==> src/rtl/kyber_params_pkg.sv <==
// Shared Kyber parameters for the decryption/encryption reduce stages.
// Holds the ring size and modulus, the Barrett constants used to fold a
// 16-bit unreduced coefficient into [0, q), and the sequencing state enum.
package kyber_params_pkg;

    localparam int          KYBER_N       = 256;
    localparam logic [11:0] KYBER_Q       = 12'd3329;
    localparam int          DATA_WIDTH    = 12;
    localparam int          W_WIDTH       = 16;
    localparam logic [14:0] BARRETT_V     = 15'd20159;
    localparam int          BARRETT_SHIFT = 26;
    localparam logic [7:0]  ADDR_LAST     = 8'(KYBER_N - 1);

    typedef enum logic [1:0] {
        IDLE,
        ISSUE,
        DRAIN,
        DONE
    } state_e;

endpackage

==> src/rtl/state_poly_sub_reduce_if.sv <==
// Bus bundle of the mp = (v - s^T u) mod q stage.
//   enable              start request
//   DecV_RData [11:0]   v[k] from the decompressed-v RAM
//   StU_RData  [15:0]   unreduced (s^T u)[k] from the INTT RAM
//   DecV_StU_RAd [7:0]  shared read address of both source RAMs
//   Reduce_DecMp_WEn/WAd/WData  write port into the Reduce_DecMp RAM
//   Function_done       one-cycle completion pulse
// master: the reduce stage. slave: RAMs and sequencer around it.
interface state_poly_sub_reduce_if;

    logic        enable;
    logic [11:0] DecV_RData;
    logic [15:0] StU_RData;
    logic [7:0]  DecV_StU_RAd;
    logic        Reduce_DecMp_WEn;
    logic [7:0]  Reduce_DecMp_WAd;
    logic [11:0] Reduce_DecMp_WData;
    logic        Function_done;

    modport master (
        input  enable, DecV_RData, StU_RData,
        output DecV_StU_RAd, Reduce_DecMp_WEn, Reduce_DecMp_WAd,
               Reduce_DecMp_WData, Function_done
    );

    modport slave (
        output enable, DecV_RData, StU_RData,
        input  DecV_StU_RAd, Reduce_DecMp_WEn, Reduce_DecMp_WAd,
               Reduce_DecMp_WData, Function_done
    );

endinterface

==> src/rtl/barrett_reduce16.sv <==
// Two-register Barrett reduction of a 16-bit unsigned value modulo q.
//   clk, rst_n   clock, synchronous active-low reset
//   w_in  [15:0] unreduced input, captured every cycle
//   r_out [11:0] w mod q, two cycles after w_in
// First register holds w and p = w * 20159; second holds the folded result.
module barrett_reduce16
    import kyber_params_pkg::*;
(
    input  logic        clk,
    input  logic        rst_n,
    input  logic [15:0] w_in,
    output logic [11:0] r_out
);

    logic [15:0] w_q, w_d;
    logic [31:0] p_q, p_d;
    logic [11:0] r_q, r_d;
    logic [5:0]  t;
    logic [15:0] tq;
    logic [15:0] r_raw;
    logic [15:0] r_fold;

    always_comb begin
        w_d    = w_in;
        p_d    = {16'd0, w_in} * {17'd0, BARRETT_V};
        // quotient estimate never exceeds 19, so r_raw lands in [0, 2q)
        t      = 6'(p_q >> BARRETT_SHIFT);
        tq     = {10'd0, t} * {4'd0, KYBER_Q};
        r_raw  = w_q - tq;
        r_fold = (r_raw >= {4'd0, KYBER_Q}) ? r_raw - {4'd0, KYBER_Q} : r_raw;
        r_d    = 12'(r_fold);
    end

    always_ff @(posedge clk) begin
        if (!rst_n) begin
            w_q <= '0;
            p_q <= '0;
            r_q <= '0;
        end else begin
            w_q <= w_d;
            p_q <= p_d;
            r_q <= r_d;
        end
    end

    assign r_out = r_q;

endmodule

==> src/rtl/state_poly_sub_reduce.sv <==
// Decryption-side stage computing mp[k] = (v[k] - (s^T u)[k]) mod q for all
// 256 coefficients, one per cycle, into the Reduce_DecMp RAM.
//   clk, rst_n   clock, synchronous active-low reset
//   bus          state_poly_sub_reduce_if.master (RAM ports, enable, done)
//   cycle_count  [15:0] pass length counter, present only when
//                STATE_POLY_SUB_REDUCE_CYCLE_CNT_EN is defined
//
// state | meaning
// IDLE  | strobes low, waiting for enable
// ISSUE | read addresses 0..255, one per cycle
// DRAIN | last coefficients travel through the pipeline
// DONE  | Function_done pulse, back to IDLE
module state_poly_sub_reduce
    import kyber_params_pkg::*;
(
    input  logic                    clk,
    input  logic                    rst_n,
    state_poly_sub_reduce_if.master bus
`ifdef STATE_POLY_SUB_REDUCE_CYCLE_CNT_EN
    ,
    output logic [15:0]             cycle_count
`endif
);

    state_e            state_q, state_d;
    logic [7:0]        addr_q, addr_d;
    // vld/ad chain: [0] RAM data cycle, [1] stage 1, [2] stage 2, [3] write
    logic [3:0]        vld_q, vld_d;
    logic [3:0][7:0]   ad_q, ad_d;
    logic [11:0]       v1_q, v1_d;
    logic [11:0]       v2_q, v2_d;
    logic [11:0]       wdata_q, wdata_d;
    logic              done_q, done_d;
    logic [11:0]       r_red;
    logic signed [12:0] diff;
`ifdef STATE_POLY_SUB_REDUCE_CYCLE_CNT_EN
    logic [15:0]       cnt_q, cnt_d;
`endif

    barrett_reduce16 u_barrett (
        .clk   (clk),
        .rst_n (rst_n),
        .w_in  (bus.StU_RData),
        .r_out (r_red)
    );

    always_comb begin
        state_d = state_q;
        addr_d  = addr_q;
        done_d  = 1'b0;
        case (state_q)
            IDLE: begin
                addr_d = '0;
                if (bus.enable) state_d = ISSUE;
            end
            ISSUE: begin
                if (addr_q == ADDR_LAST) state_d = DRAIN;
                else                     addr_d  = addr_q + 8'd1;
            end
            DRAIN: begin
                // only the final write is left once the first three slots are empty
                if (vld_q[2:0] == 3'b000) begin
                    state_d = DONE;
                    done_d  = 1'b1;
                end
            end
            DONE: begin
                state_d = IDLE;
                addr_d  = '0;
            end
            default: state_d = IDLE;
        endcase

        vld_d = {vld_q[2:0], state_q == ISSUE};
        ad_d  = {ad_q[2:0], addr_q};
        v1_d  = bus.DecV_RData;
        v2_d  = v1_q;

        diff    = $signed({1'b0, v2_q}) - $signed({1'b0, r_red});
        wdata_d = diff[12] ? 12'($unsigned(diff) + {1'b0, KYBER_Q})
                           : 12'($unsigned(diff));

`ifdef STATE_POLY_SUB_REDUCE_CYCLE_CNT_EN
        cnt_d = cnt_q;
        if (state_q == IDLE) begin
            if (bus.enable) cnt_d = '0;
        end else begin
            cnt_d = cnt_q + 16'd1;
        end
`endif
    end

    always_ff @(posedge clk) begin
        if (!rst_n) begin
            state_q <= IDLE;
            addr_q  <= '0;
            vld_q   <= '0;
            ad_q    <= '0;
            v1_q    <= '0;
            v2_q    <= '0;
            wdata_q <= '0;
            done_q  <= 1'b0;
`ifdef STATE_POLY_SUB_REDUCE_CYCLE_CNT_EN
            cnt_q   <= '0;
`endif
        end else begin
            state_q <= state_d;
            addr_q  <= addr_d;
            vld_q   <= vld_d;
            ad_q    <= ad_d;
            v1_q    <= v1_d;
            v2_q    <= v2_d;
            wdata_q <= wdata_d;
            done_q  <= done_d;
`ifdef STATE_POLY_SUB_REDUCE_CYCLE_CNT_EN
            cnt_q   <= cnt_d;
`endif
        end
    end

    assign bus.DecV_StU_RAd       = addr_q;
    assign bus.Reduce_DecMp_WEn   = vld_q[3];
    assign bus.Reduce_DecMp_WAd   = ad_q[3];
    assign bus.Reduce_DecMp_WData = wdata_q;
    assign bus.Function_done      = done_q;
`ifdef STATE_POLY_SUB_REDUCE_CYCLE_CNT_EN
    assign cycle_count            = cnt_q;
`endif

endmodule
==> src/flat_wrapper.sv <==
// flat-port wrapper written by rule: the top's interface ports become plain ports
module state_poly_sub_reduce_flat import kyber_params_pkg::*;
  (clk, rst_n, bus_enable, bus_DecV_RData, bus_StU_RData, bus_DecV_StU_RAd, bus_Reduce_DecMp_WEn, bus_Reduce_DecMp_WAd, bus_Reduce_DecMp_WData, bus_Function_done);
  state_poly_sub_reduce_if bus_i ();
  input  logic clk;
  input  logic rst_n;
  input wire logic [$bits(bus_i.enable)-1:0] bus_enable;
  input wire logic [$bits(bus_i.DecV_RData)-1:0] bus_DecV_RData;
  input wire logic [$bits(bus_i.StU_RData)-1:0] bus_StU_RData;
  output wire logic [$bits(bus_i.DecV_StU_RAd)-1:0] bus_DecV_StU_RAd;
  output wire logic [$bits(bus_i.Reduce_DecMp_WEn)-1:0] bus_Reduce_DecMp_WEn;
  output wire logic [$bits(bus_i.Reduce_DecMp_WAd)-1:0] bus_Reduce_DecMp_WAd;
  output wire logic [$bits(bus_i.Reduce_DecMp_WData)-1:0] bus_Reduce_DecMp_WData;
  output wire logic [$bits(bus_i.Function_done)-1:0] bus_Function_done;
  assign bus_i.enable = bus_enable;
  assign bus_i.DecV_RData = bus_DecV_RData;
  assign bus_i.StU_RData = bus_StU_RData;
  assign bus_DecV_StU_RAd = bus_i.DecV_StU_RAd;
  assign bus_Reduce_DecMp_WEn = bus_i.Reduce_DecMp_WEn;
  assign bus_Reduce_DecMp_WAd = bus_i.Reduce_DecMp_WAd;
  assign bus_Reduce_DecMp_WData = bus_i.Reduce_DecMp_WData;
  assign bus_Function_done = bus_i.Function_done;
  state_poly_sub_reduce u_core (.clk(clk), .rst_n(rst_n), .bus(bus_i));
endmodule
==> config.mk <==
export PLATFORM = sky130hd
export DESIGN_NAME = state_poly_sub_reduce_flat
export DESIGN_NICKNAME = d
export VERILOG_FILES = /design/src/rtl/kyber_params_pkg.sv /design/src/rtl/state_poly_sub_reduce_if.sv /design/src/rtl/barrett_reduce16.sv /design/src/rtl/state_poly_sub_reduce.sv /design/src/flat_wrapper.sv
export SDC_FILE = /design/constraint.sdc
export NUM_CORES = 1
export LEC_CHECK = 0
export CAP_MARGIN = 40
export CORE_ASPECT_RATIO = 0.6
export CORE_MARGIN = 1
export CORE_UTILIZATION = 45
export DETAILED_ROUTE_END_ITERATION = 8
export GPL_ROUTABILITY_DRIVEN = 0
export GPL_TIMING_DRIVEN = 0
export SLEW_MARGIN = 40
export SYNTH_ARGS = -nofsm -noshare
export SYNTH_HDL_FRONTEND = slang
export SYNTH_SLANG_ARGS = --single-unit
==> constraint.sdc <==
create_clock -name clk -period 11.5 [get_ports clk]
set_input_delay 2.3 -clock clk [delete_from_list [all_inputs] [get_ports clk]]
set_output_delay 2.3 -clock clk [all_outputs]
set_load 0.01 [all_outputs]
After elaboration in Yosys (flattened, before gate mapping):

Index checks and enable logic that the tools add are counted.

* flip-flop bits (word level): 143
* logic and storage cells: 47

* add/sub/neg operators: 5
* $mul: 2
* order comparisons: 1
* equality and inequality tests: 8
* muxes and demuxes: 9
* reductions and logical operators: 7

Operators by type and width (count)
* 16-bit by 15-bit multiplier with 31-bit output, second input constant: 1
* 12-bit two-way mux: 2
* 16-bit by 12-bit >= comparator with 1-bit output, second input constant: 1
* 6-bit by 12-bit multiplier with 16-bit output, second input constant: 1
* 8-bit case mux with 2 select lines: 1
* 16-bit subtractor: 1
* 12-bit by 12-bit subtractor with 13-bit output: 1
* 12-bit adder, second input constant: 1
* 12-bit subtractor, second input constant: 1
* 8-bit by 1-bit adder with 8-bit output, second input constant: 1
* 8-bit == test, second input constant: 1
* 8-bit two-way mux: 1
* 2-bit case mux with 4 select lines: 1
* 2-bit two-way mux: 3
* 2-bit inequality test, second input constant: 3
* 2-bit == test, second input constant: 2
* 2-bit AND reduction: 2
* 3-bit logical NOT: 1
* 3-bit AND reduction: 1
* 2-bit by 1-bit == test with 1-bit output, second input constant: 1
* 2-bit logical NOT: 1
* 2-bit by 1-bit inequality test with 1-bit output, second input constant: 1
* 2-bit nonzero test: 1
* 2-bit OR reduction: 1
* 1-bit two-way mux: 1

Logic depth before layout (Yosys ltp):

* depth in word-level cells: 4
* gate-level depth with buffers: 21
* gate-level depth less buffers: 21

Hierarchy:

From an unflattened synthesis, not the netlist that was laid out.

* cell total of the unflattened synthesis: 1015
* area, all modules: 9814.4 um^2

By module, submodules not included
* barrett_reduce16: instances 1, cells an instance 656, area each 6392.4 um^2
* state_poly_sub_reduce: instances 1, cells an instance 359, area each 3422.0 um^2

Worst setup path after synthesis:

No wires, ideal clock.

* path kind: in2reg
* from: in bus_StU_RData[13]
* to: reg u_core.u_barrett.p_q[30]
* library setup time: 0.115 ns
* data arrival time: 7.480 ns
* data required time: 11.385 ns
* path slack: 3.905 ns
* cell stages on the path: 19
* path buffers: 0
* cell sequence: inv_1 > fa_1 > fa_1 > inv_1 > fa_1 > fa_1 > fa_1 > inv_1 > fa_1 > inv_1 > ha_1 > and3_1 > a221o_1 > a221oi_1 > nand3b_1 > o221ai_1 > o41ai_1 > xnor2_1 > and2_1

* longest elaborated chain between the ends: 1

Ends and longest elaborated chain
* start: declaration: RTL line flat_wrapper.sv:9 `input wire logic [$bits(bus_i.StU_RData)-1:0] bus_StU_RData;`
* 16-bit by 15-bit multiplier with 31-bit output: RTL line barrett_reduce16.sv:25 `p_d = {16'd0, w_in} * {17'd0, BARRETT_V};`
* end signal: assignment: RTL line barrett_reduce16.sv:41 `p_q <= p_d;`
* end: declaration: RTL line barrett_reduce16.sv:16 `logic [31:0] p_q, p_d;`

No other way between the ends.
A chain may end at the register's enable or synchronous reset.

Final worst setup path:

* from: in bus_StU_RData[11]
* to: reg u_core.u_barrett.p_q[30]

The elaborated chain is that of the path after synthesis.

==> impl_metrics.toml <==
[yosys]
synth-seq-cells = 116
synth.net_count = 1282
postSynthAreaPerCell_um2 = 9.76
synth-main-ff-cell = "dfxtp_1"
syn_inst = 996
async_reset_ff_share_pct = 0
synth.area.top_cells = "dfxtp_1, ha_1, fa_1, inv_1, and2_1"
synth_top_area_share_pct = 23.9
synth_top_cell_by_area = "dfxtp_1"
synth_edf_count = 0
yosysUniqueCellTypes = 63
syn_area_mm2 = 0.00972
yosysSeqAreaShare_pct = 23.9
ys_warn_count = 0

[timing]
setup_viol = 0
finalCriticalPeriod_ns = 8.48
post-route-period-util_pct = 73.7
drv_slew = 0
rsz0062_at_grt = "false"
fmax_ghz = 0.118
setup_ws_ns = 3.02
holdWs_ns = 0.427
worst_slew_pin_slew_ns = 0.808
hold_viol = 0
finalSetupTns_ns = 0
max-slew-margin-rel_pct = 46.1
fin_skew_ns = 0.00712

[pwr]
powerDensity_mw_per_mm2 = 323
p_clk_share_pct = 15.2
peakVddDrop_uv = 162
p_sw_share_pct = 46.9
leakage_nw = 5.42
power.switching_mw = 1.71
seqPwrFrac_pct = 13.4
internal-power_mw = 1.94
p_comb_share_pct = 71.4

[cts]
clk_latency_ns = 0.41
clk_path_buf_depth = 2
ctsHoldBuffers = 0
cts_tree = "done"
clk_pin_slew_ns = 0.06
cts_resized = 0
post-cts-setup-buffer-count = 0
clock_sinks = 116
htreeDepth = 4
numCtsBuffers = 17
root_buffer = "clkbuf_16"

[grt]
grt_pass1_wl_mm = 36.6
grt_max_degree = 17
gr-total-overflow = 0
grt_antenna_before_repair = 0
track_usage_pct = 21.9
grt_pass1_vias = 6883

[worst_setup_path]
worstPathMaxFanout = 5
worstSetupPathType = "in -> reg"
cp.arrival_ns = 8.79
worst_setup_path_start_kind = "input pin"
rrSetupSlack_ns = 7.09
required_ns = 11.80
end_kind = "flip-flop"

[floorplan]
rows = 41
die_h_um = 116
die_w_um = 192
io_pins = 61
coreArea_mm2 = 0.0211
die_area_mm2 = 0.0222
initial_core_util_pct = 46.1

[drt]
via_per_inst = 5.00
dr.pass1.iters = 5
vias = 6841
drt_iter0_markers = 366
wl_per_cell_um = 16.1
routed_wl_mm = 22.0
drcViolationCount = 0
postRouteAntennaNets = 0

[worst_hold_path]
hp-class = "reg -> reg"

[run_status]
outcome = "completed"

[placed_design]
pre_cts_ws_ns = 2.68
hpwl_mm = 18.5
port_buffers = 60

[layout]
fillCellCount = 1937
syn2layout_area_growth_pct = 16.1
final_common_cell = "inv_1"
num_antenna_cells = 0
seq_area_mm2 = 0.00232
fin_nets = 1361
multi_input_area_mm2 = 0.00658
final_cell_mix = "inv_1, ha_1, dfxtp_1"
post-route-util_pct = 53.5
drive_gt1_share_pct = 4.69

[job]
drv_cap = 0
-- Yosys cell counts, types with 3 or more instances --
master	instances
or3_1	6
nand4_1	6
a221oi_1	5
o22ai_1	3
and4_1	4
xor2_1	12
a21oi_1	41
nor2_1	61
ha_1	157
dfxtp_1	116
and2_1	74
and3_1	9
o21a_1	7
a41oi_1	3
buf_4	9
a21o_1	15
fa_1	98
nand3b_1	3
nand2_1	20
nand3_1	17
nor3_1	15
nand2b_1	9
o21bai_1	4
inv_1	180
o221ai_1	4
o21ai_0	21
clkbuf_1	14
xnor2_1	29
a211oi_1	6
-- routing by layer --
metal	GRT usage [%]	part of all wire [%]	wire length [um]
met5	0	0	0
met4	4.13	0.50	110
met3	5.60	6.7	1470
met2	27.5	35	7730
met1	36.0	58	12700
-- power groups by stage --
| stage | logic, mW | registers [mW] | clock network [mW] |
|---|---|---|---|
| final | 2.60 | 0.490 | 0.553 |
| after global routing | 2.98 | 0.497 | 0.582 |
| after CTS | 2.59 | 0.490 | 0.563 |
| after detailed placement | 2.56 | 0.498 | 0 |
| after global placement | 2.53 | 0.498 | 0 |
| after floorplan | 1.92 | 0.499 | 0 |
-- per-stage QoR --
step	power (mW)	cells	area (um^2)
global placement	3.02	1335	10700
detailed placement	3.06	1335	10700
global route	4.06	1367	11300
CTS	3.65	1367	11300
floorplan	2.42	996	9720
finish	3.65	1367	11300
-- sequential cells by signal, summed over array words and instances, names as in the netlist --
signal and cells:
u_core.bus.Function_done 1, u_core.bus.DecV_StU_RAd 8, u_core.bus.Reduce_DecMp_WData 12, u_core.v2_q 12, u_core.u_barrett.w_q 16, u_core.ad_d 24, u_core.vld_q 4, u_core.bus.Reduce_DecMp_WAd 8
u_core.u_barrett.p_q 5, u_core.u_barrett.r_out 12, u_core.state_q 2, u_core.v1_q 12
-- cell families after synthesis --
logic type / count (synthesis) / share of synthesized area (%)
fa+ha+maj: 255 / 40.4
simple gates: 229 / 12.4
buf+inv: 205 / 8.42
compound gates: 145 / 10.5
flops: 116 / 23.9
xor+xnor: 42 / 3.93
mux: 4 / 0.438
-- worst max-delay path, cell delays in order --
cell	delay [ns]
clkdlybuf4s50_1	0.71
inv_1	0.14
fa_1	0.58
fa_1	0.56
inv_1	0.05
fa_1	0.52
fa_1	0.47
fa_1	0.57
inv_1	0.06
fa_1	0.49
inv_1	0.04
ha_1	0.29
and3_1	0.22
a221o_1	0.40
a221oi_1	0.33
nand3b_1	0.15
o221ai_1	0.23
o41ai_1	0.40
xnor2_1	0.10
and2_1	0.16
-- path summary, 6_finish.rpt --
path	start	endpoint	cells past startpoint
max	bus_StU_RData[11]	u_core.u_barrett.p_q[30]	20
min	u_core.ad_d[30]	u_core.bus.Reduce_DecMp_WAd[6]	1
max reg2reg	u_core.u_barrett.p_q[27]	u_core.u_barrett.r_out[10]	13
min reg2reg	u_core.ad_d[30]	u_core.bus.Reduce_DecMp_WAd[6]	1
-- area by class of cell --
type / count / area share, %
Clock inverter: 13 / 1.52
Multi-Input combinational cell: 675 / 58.3
Tap cell: 279 / 3.09
Sequential cell: 116 / 20.6
Buffer: 25 / 1.26
Inverter: 180 / 5.99
Timing Repair Buffer: 60 / 5.32
Clock buffer: 19 / 3.93
Power figures use the tool's default switching activity.
